`src/rtl/msb_pkg.sv`:
```
// rtl/msb_pkg.sv - shared constants and helpers for the MSB finder/normalizer slice
package msb_pkg;

    localparam int POS_W = 8;

    localparam logic [1:0] ST_IDLE  = 2'd0;
    localparam logic [1:0] ST_SHIFT = 2'd1;
    localparam logic [1:0] ST_DONE  = 2'd2;

    function automatic logic [POS_W-1:0] pos_min(input logic [POS_W-1:0] a,
                                                 input logic [POS_W-1:0] b);
        return (a < b) ? a : b;
    endfunction

endpackage

```
`src/rtl/msb_normalizer_if.sv`:
```
// rtl/msb_normalizer_if.sv - word/position input and normalised result handshake
interface msb_normalizer_if
    import msb_pkg::*;
#(
    parameter int N = 32
) ();
    logic             in_valid;
    logic             in_ready;
    logic [N-1:0]     in_num;
    logic [POS_W-1:0] in_pos;
    logic             out_valid;
    logic             out_ready;
    logic [N-1:0]     out_num;
    logic [POS_W-1:0] out_shift;
    logic             out_zero;
    logic             out_err;

    modport master (
        output in_valid, in_num, in_pos, out_ready,
        input  in_ready, out_valid, out_num, out_shift, out_zero, out_err
    );

    modport slave (
        input  in_valid, in_num, in_pos, out_ready,
        output in_ready, out_valid, out_num, out_shift, out_zero, out_err
    );
endinterface

```
`src/rtl/msb_normalizer.sv`:
```
// rtl/msb_normalizer.sv - iterative left-normaliser placing the MSB at bit N-1
module msb_normalizer
    import msb_pkg::*;
#(
    parameter int N    = 32,
    parameter int STEP = 8
) (
    input  logic             clk,
    input  logic             rst,
    msb_normalizer_if.slave  bus
);

    localparam logic [POS_W-1:0] N_POS    = POS_W'(N);
    localparam logic [POS_W-1:0] STEP_POS = POS_W'(STEP);

    logic [1:0]       state;
    logic [N-1:0]     data;
    logic [POS_W-1:0] rem;
    logic [POS_W-1:0] shift_q;
    logic             zero_q;
    logic             err_q;

    logic             in_range;
    logic [POS_W-1:0] pos_m1;
    logic [N-1:0]     num_down;
    logic             above_msb;
    logic [POS_W-1:0] rem_in;
    logic [POS_W-1:0] shift_in;
    logic             err_in;
    logic [POS_W-1:0] step;

    // Consistency check: the claimed MSB bit must be set and nothing above it.
    always_comb begin
        in_range  = (bus.in_pos != '0) && (bus.in_pos <= N_POS);
        pos_m1    = bus.in_pos - 8'd1;
        num_down  = bus.in_num >> pos_m1;
        above_msb = (bus.in_num >> bus.in_pos) != '0;
        rem_in    = in_range ? (N_POS - bus.in_pos) : '0;
        if (bus.in_pos == '0)
            shift_in = N_POS;
        else
            shift_in = rem_in;
        err_in = (bus.in_pos > N_POS)
               | ((bus.in_pos == '0) && (bus.in_num != '0))
               | (in_range && (!num_down[0] || above_msb));
        step = pos_min(STEP_POS, rem);
    end

    always_ff @(posedge clk) begin
        if (rst) begin
            state   <= ST_IDLE;
            data    <= '0;
            rem     <= '0;
            shift_q <= '0;
            zero_q  <= 1'b0;
            err_q   <= 1'b0;
        end else begin
            case (state)
                ST_IDLE: begin
                    if (bus.in_valid) begin
                        data    <= bus.in_num;
                        rem     <= rem_in;
                        shift_q <= shift_in;
                        zero_q  <= (bus.in_pos == '0);
                        err_q   <= err_in;
                        state   <= (rem_in != '0) ? ST_SHIFT : ST_DONE;
                    end
                end
                ST_SHIFT: begin
                    data <= data << step;
                    rem  <= rem - step;
                    if (rem <= STEP_POS)
                        state <= ST_DONE;
                end
                ST_DONE: begin
                    if (bus.out_ready)
                        state <= ST_IDLE;
                end
                default: state <= ST_IDLE;
            endcase
        end
    end

    assign bus.in_ready  = (state == ST_IDLE);
    assign bus.out_valid = (state == ST_DONE);
    assign bus.out_num   = data;
    assign bus.out_shift = shift_q;
    assign bus.out_zero  = zero_q;
    assign bus.out_err   = err_q;

endmodule

```
`src/flat_wrapper.sv`:
```
// flat-port wrapper written by rule: the top's interface ports become plain ports
module msb_normalizer_flat import msb_pkg::*;
#(
    parameter int N    = 32,
    parameter int STEP = 8
)
  (clk, rst, bus_in_valid, bus_in_num, bus_in_pos, bus_out_ready, bus_in_ready, bus_out_valid, bus_out_num, bus_out_shift, bus_out_zero, bus_out_err);
  msb_normalizer_if #(.N(N)) bus_i ();
  input  logic clk;
  input  logic rst;
  input wire logic [$bits(bus_i.in_valid)-1:0] bus_in_valid;
  input wire logic [$bits(bus_i.in_num)-1:0] bus_in_num;
  input wire logic [$bits(bus_i.in_pos)-1:0] bus_in_pos;
  input wire logic [$bits(bus_i.out_ready)-1:0] bus_out_ready;
  output wire logic [$bits(bus_i.in_ready)-1:0] bus_in_ready;
  output wire logic [$bits(bus_i.out_valid)-1:0] bus_out_valid;
  output wire logic [$bits(bus_i.out_num)-1:0] bus_out_num;
  output wire logic [$bits(bus_i.out_shift)-1:0] bus_out_shift;
  output wire logic [$bits(bus_i.out_zero)-1:0] bus_out_zero;
  output wire logic [$bits(bus_i.out_err)-1:0] bus_out_err;
  assign bus_i.in_valid = bus_in_valid;
  assign bus_i.in_num = bus_in_num;
  assign bus_i.in_pos = bus_in_pos;
  assign bus_i.out_ready = bus_out_ready;
  assign bus_in_ready = bus_i.in_ready;
  assign bus_out_valid = bus_i.out_valid;
  assign bus_out_num = bus_i.out_num;
  assign bus_out_shift = bus_i.out_shift;
  assign bus_out_zero = bus_i.out_zero;
  assign bus_out_err = bus_i.out_err;
  msb_normalizer #(.N(N), .STEP(STEP)) u_core (.clk(clk), .rst(rst), .bus(bus_i));
endmodule
```
`config.mk`:
```
export PLATFORM = sky130hd
export DESIGN_NAME = msb_normalizer_flat
export DESIGN_NICKNAME = d
export VERILOG_FILES = /design/src/rtl/msb_pkg.sv /design/src/rtl/msb_normalizer_if.sv /design/src/rtl/msb_normalizer.sv /design/src/flat_wrapper.sv
export SDC_FILE = /design/constraint.sdc
export NUM_CORES = 1
export LEC_CHECK = 0
export CELL_PAD_IN_SITES_DETAIL_PLACEMENT = 1
export CELL_PAD_IN_SITES_GLOBAL_PLACEMENT = 2
export CORE_MARGIN = 2
export CORE_UTILIZATION = 38
export CTS_CLUSTER_DIAMETER = 120
export CTS_CLUSTER_SIZE = 16
export DETAILED_ROUTE_END_ITERATION = 8
export DONT_BUFFER_PORTS = 1
export GPL_TIMING_DRIVEN = 0
export PLACE_DENSITY = 0.92
export SLEW_MARGIN = 20
export SYNTH_ARGS = -nofsm -noshare
export SYNTH_HDL_FRONTEND = slang
export SYNTH_SLANG_ARGS = --single-unit
```
`constraint.sdc`:
```
create_clock -name clk -period 3.34 [get_ports clk]
set_input_delay 0.835 -clock clk [delete_from_list [all_inputs] [get_ports clk]]
set_output_delay 0.835 -clock clk [all_outputs]
set_load 0.02 [all_outputs]
```
==> results.sh <==
export IMPL_status="completed"
export IMPL_die_x_um=112.8
export IMPL_synthTopCellsByArea="dfxtp_1 (23%), mux2i_1 (14%), mux4_2 (13%)"
export IMPL_diodes=0
export IMPL_synth_most_common_cell="a21oi_1"
export IMPL_fin_skew_ps=11.75
export IMPL_r2r_slack_ps=830
export IMPL_slowest_delay_ps=440
export IMPL_gr_total_overflow=0
export IMPL_clkSlewWorstSetupHoldPaths_ps=80
export IMPL_crit_path_start_kind="primary input"
export IMPL_hold_violations=0
export IMPL_synth_top_cell_area_share_pct=23.15
export IMPL_hold_ws_ps=564.6
export IMPL_pre_cts_ws_ps=-188.6
export IMPL_coreArea_um2=11470
export IMPL_area_growth_pct=7.485
export IMPL_grt_pass1_vias=4847
export IMPL_tritoncts="built"
export IMPL_grt_total_usage_pct=28.05
export IMPL_crit_end="u_core.bus.out_err"
export IMPL_path_class="primary input to flop"
export IMPL_antenna_found_initial=0
export IMPL_synth_warnings=0
export IMPL_io_buffers=0
export IMPL_hold_path_class="flop to flop"
export IMPL_worst_slack_ps=255.3
export IMPL_crit_chain="buf_2, buf_2, inv_1, ha_1, clkbuf_1, mux4_2, mux2_2, a2bb2oi_1, nor4bb_1, a21oi_1"
export IMPL_routed_via_density=6.775
export IMPL_placed_area_um2=4676
export IMPL_fillers=1396
export IMPL_ant_nets=0
export IMPL_setup_viol=0
export IMPL_crit_slowest_cell="clkbuf_1"
export IMPL_cp_end_kind="flop"
export IMPL_synth_edff_count=0
export IMPL_syn_area_um2=4497
export IMPL_remaining_drc_errors=0
export IMPL_wl_per_cell_um=25.56
export IMPL_clk_latency_ps=310
export IMPL_post_route_period_util_pct=92.36
export IMPL_clock_path_buffers=2
export IMPL_start_util_pct=39.21
export IMPL_die_area_um2=12720
export IMPL_slew_viol_final=0
export IMPL_synth_cell_types=62
export IMPL_regArea_um2=1041
export IMPL_utilization_pct=42.15
export IMPL_htree_levels=2
export IMPL_min_period_ps=3085
export IMPL_place_hpwl_mm=13.74
export IMPL_io_pins=88
export IMPL_first_pass_iters=5
export IMPL_crit_top_cell="buf_2"
export IMPL_grt_pass1_wl_mm=28.10
export IMPL_synth_net_count=594
export IMPL_leakagePower_nw=1.803
export IMPL_multi_input_area_um2=3229
export IMPL_cts_sinks=52
export IMPL_syn_avg_cell_area_um2=8.206
export IMPL_r2r_start="u_core.state[1]"
export IMPL_r2r_cells=7
export IMPL_dp_cells=691
export IMPL_vdd_drop_max_v=0.0002828
export IMPL_max_slew_margin_pct=46.71
export IMPL_numCtsBuffers=5
export IMPL_instances_no_fill=699
export IMPL_grt_max_degree=19
export IMPL_drv_cap=0
export IMPL_crit_path_max_fanout=10
export IMPL_nNetsFinal=601
export IMPL_ys_flop_type="dfxtp_1"
export IMPL_crit_required_ps=3590
export IMPL_power_density_nw_per_um2=365.3
export IMPL_drt_iter0_markers=411
export IMPL_drive_gt1_share_pct=11.15
export IMPL_yosysTopAreaCell="dfxtp_1"
export IMPL_crit_path_start="bus_in_pos[0]"
export IMPL_fmax_ghz=0.3242
export IMPL_yosysSeqAreaShare_pct=23.15
export IMPL_fin_area_um2=4833
export IMPL_rsz0062_at_grt="false"
export IMPL_synth_common_cells="a21oi_1 (66), mux2i_1 (64), nand2_1 (62), dfxtp_1 (52), nor2_1 (38)"
export IMPL_vias=4736
export IMPL_die_h_um=112.8
export IMPL_r2r_end="u_core.bus.out_num[21]"
export IMPL_rows=39
export IMPL_syn_inst=548
export IMPL_wl_mm=17.87
export IMPL_ctsRootBufferMaster="clkbuf_16"
export IMPL_gp_congestion=0.9395
export IMPL_worst_pin_slew_ps=799.4
export IMPL_synthArstFlopShare_pct=0
export IMPL_post_cts_buffers=0
export IMPL_synth_seq_cells=52
export IMPL_arrival_ps=3330
## through the flow
step	power, mW	setup TNS [ps]
finish	1.766	0
global route	1.846	0
CTS	1.767	0
detailed placement	1.210	-244.7
global placement	1.193	-287.0
floorplan	1.083	0
## worst max-delay path: cells and delay by family
| family | cells | cell delay [ps] |
|---|---|---|
| buffers and inverters | 4 | 1050 |
| multiplexers | 2 | 690 |
| adder cells (fa/ha/maj) | 1 | 340 |
| AO/OA/AOI/OAI | 2 | 280 |
| AND/OR/NAND/NOR | 1 | 130 |
## per-layer routing
layer / wire length, um / GRT usage (%)
met1: 7450 / 36.95
met2: 8568 / 45.99
met3: 1489 / 6.909
met4: 359 / 7.805
met5: 0 / 0
## layout by cell type (no fill, tap or decap), drive strengths merged, types with 3 or more instances in the layout
cell	n
mux2i	64
a311oi	7
nand3b	3
dfxtp	52
xnor2	3
a2111oi	3
o21a	5
clkbuf	32
nand2	63
mux2	4
nor3	28
mux4	26
a31oi	4
buf	15
nor4	9
a221oi	7
or3	5
nand3	16
a21oi	66
nand2b	6
inv	14
nor3b	4
nor2b	3
o22ai	7
o21ai	27
a22oi	8
nor2	39
## power by group
| part | leakage, nW | internal [mW] | switching (mW) |
|---|---|---|---|
| Combinational | 1.31 | 0.189 | 0.262 |
| Sequential | 0.426 | 0.656 | 0.102 |
| Clock | 0.0708 | 0.284 | 0.272 |
| Total | 1.80 | 1.13 | 0.636 |
## layout make-up
class                   instances  area share (%)
plain buffers                  42           3.831
inverters                      13           1.010
multi-input cells             441           66.81
clock inverters                 3          0.5177
flip-flops and latches         52           21.54
clock buffers                   5           2.589
well taps                     143           3.702
## worst min-delay path by stage
stage	endpoint	depth (start not counted)	slack [ps]	start
after floorplan	u_core.rem[3]	2	510	u_core.rem[3]
after global placement	u_core.rem[7]	2	550	u_core.rem[7]
after detailed placement	u_core.bus.out_shift[0]	2	560	u_core.bus.out_shift[0]
after CTS	u_core.bus.out_shift[0]	2	570	u_core.bus.out_shift[0]
after global routing	u_core.bus.out_shift[4]	2	580	u_core.bus.out_shift[4]
final	u_core.bus.out_shift[0]	2	560	u_core.bus.out_shift[0]
## flip-flops by register name, indices dropped and copies added (netlist names)
register,flops
u_core.bus.out_err,1
u_core.bus.out_zero,1
u_core.state,2
u_core.bus.out_shift,8
u_core.bus.out_num,32
u_core.rem,8
## kinds of logic (layout without fill, tap and decap cells)
group	Yosys count	count (layout)	share of synthesized area (%)
fa+ha+maj	2	2	0.5564
other cells	1	1	0.08339
flops	52	52	23.15
mux	94	94	28.27
compound gates	152	152	21.45
simple gates	187	187	20.31
xor+xnor	5	5	0.9740
buf+inv	55	63	5.203
## timing repair
| action | CTS | global route |
|---|---|---|
| gates resized for setup | 0 | 1 |
| endpoints found under the hold margin | 0 | 0 |
| setup endpoints to repair | 0 | 1 |
| hold buffers | 0 | 0 |
(Power assumes the default switching activity.)
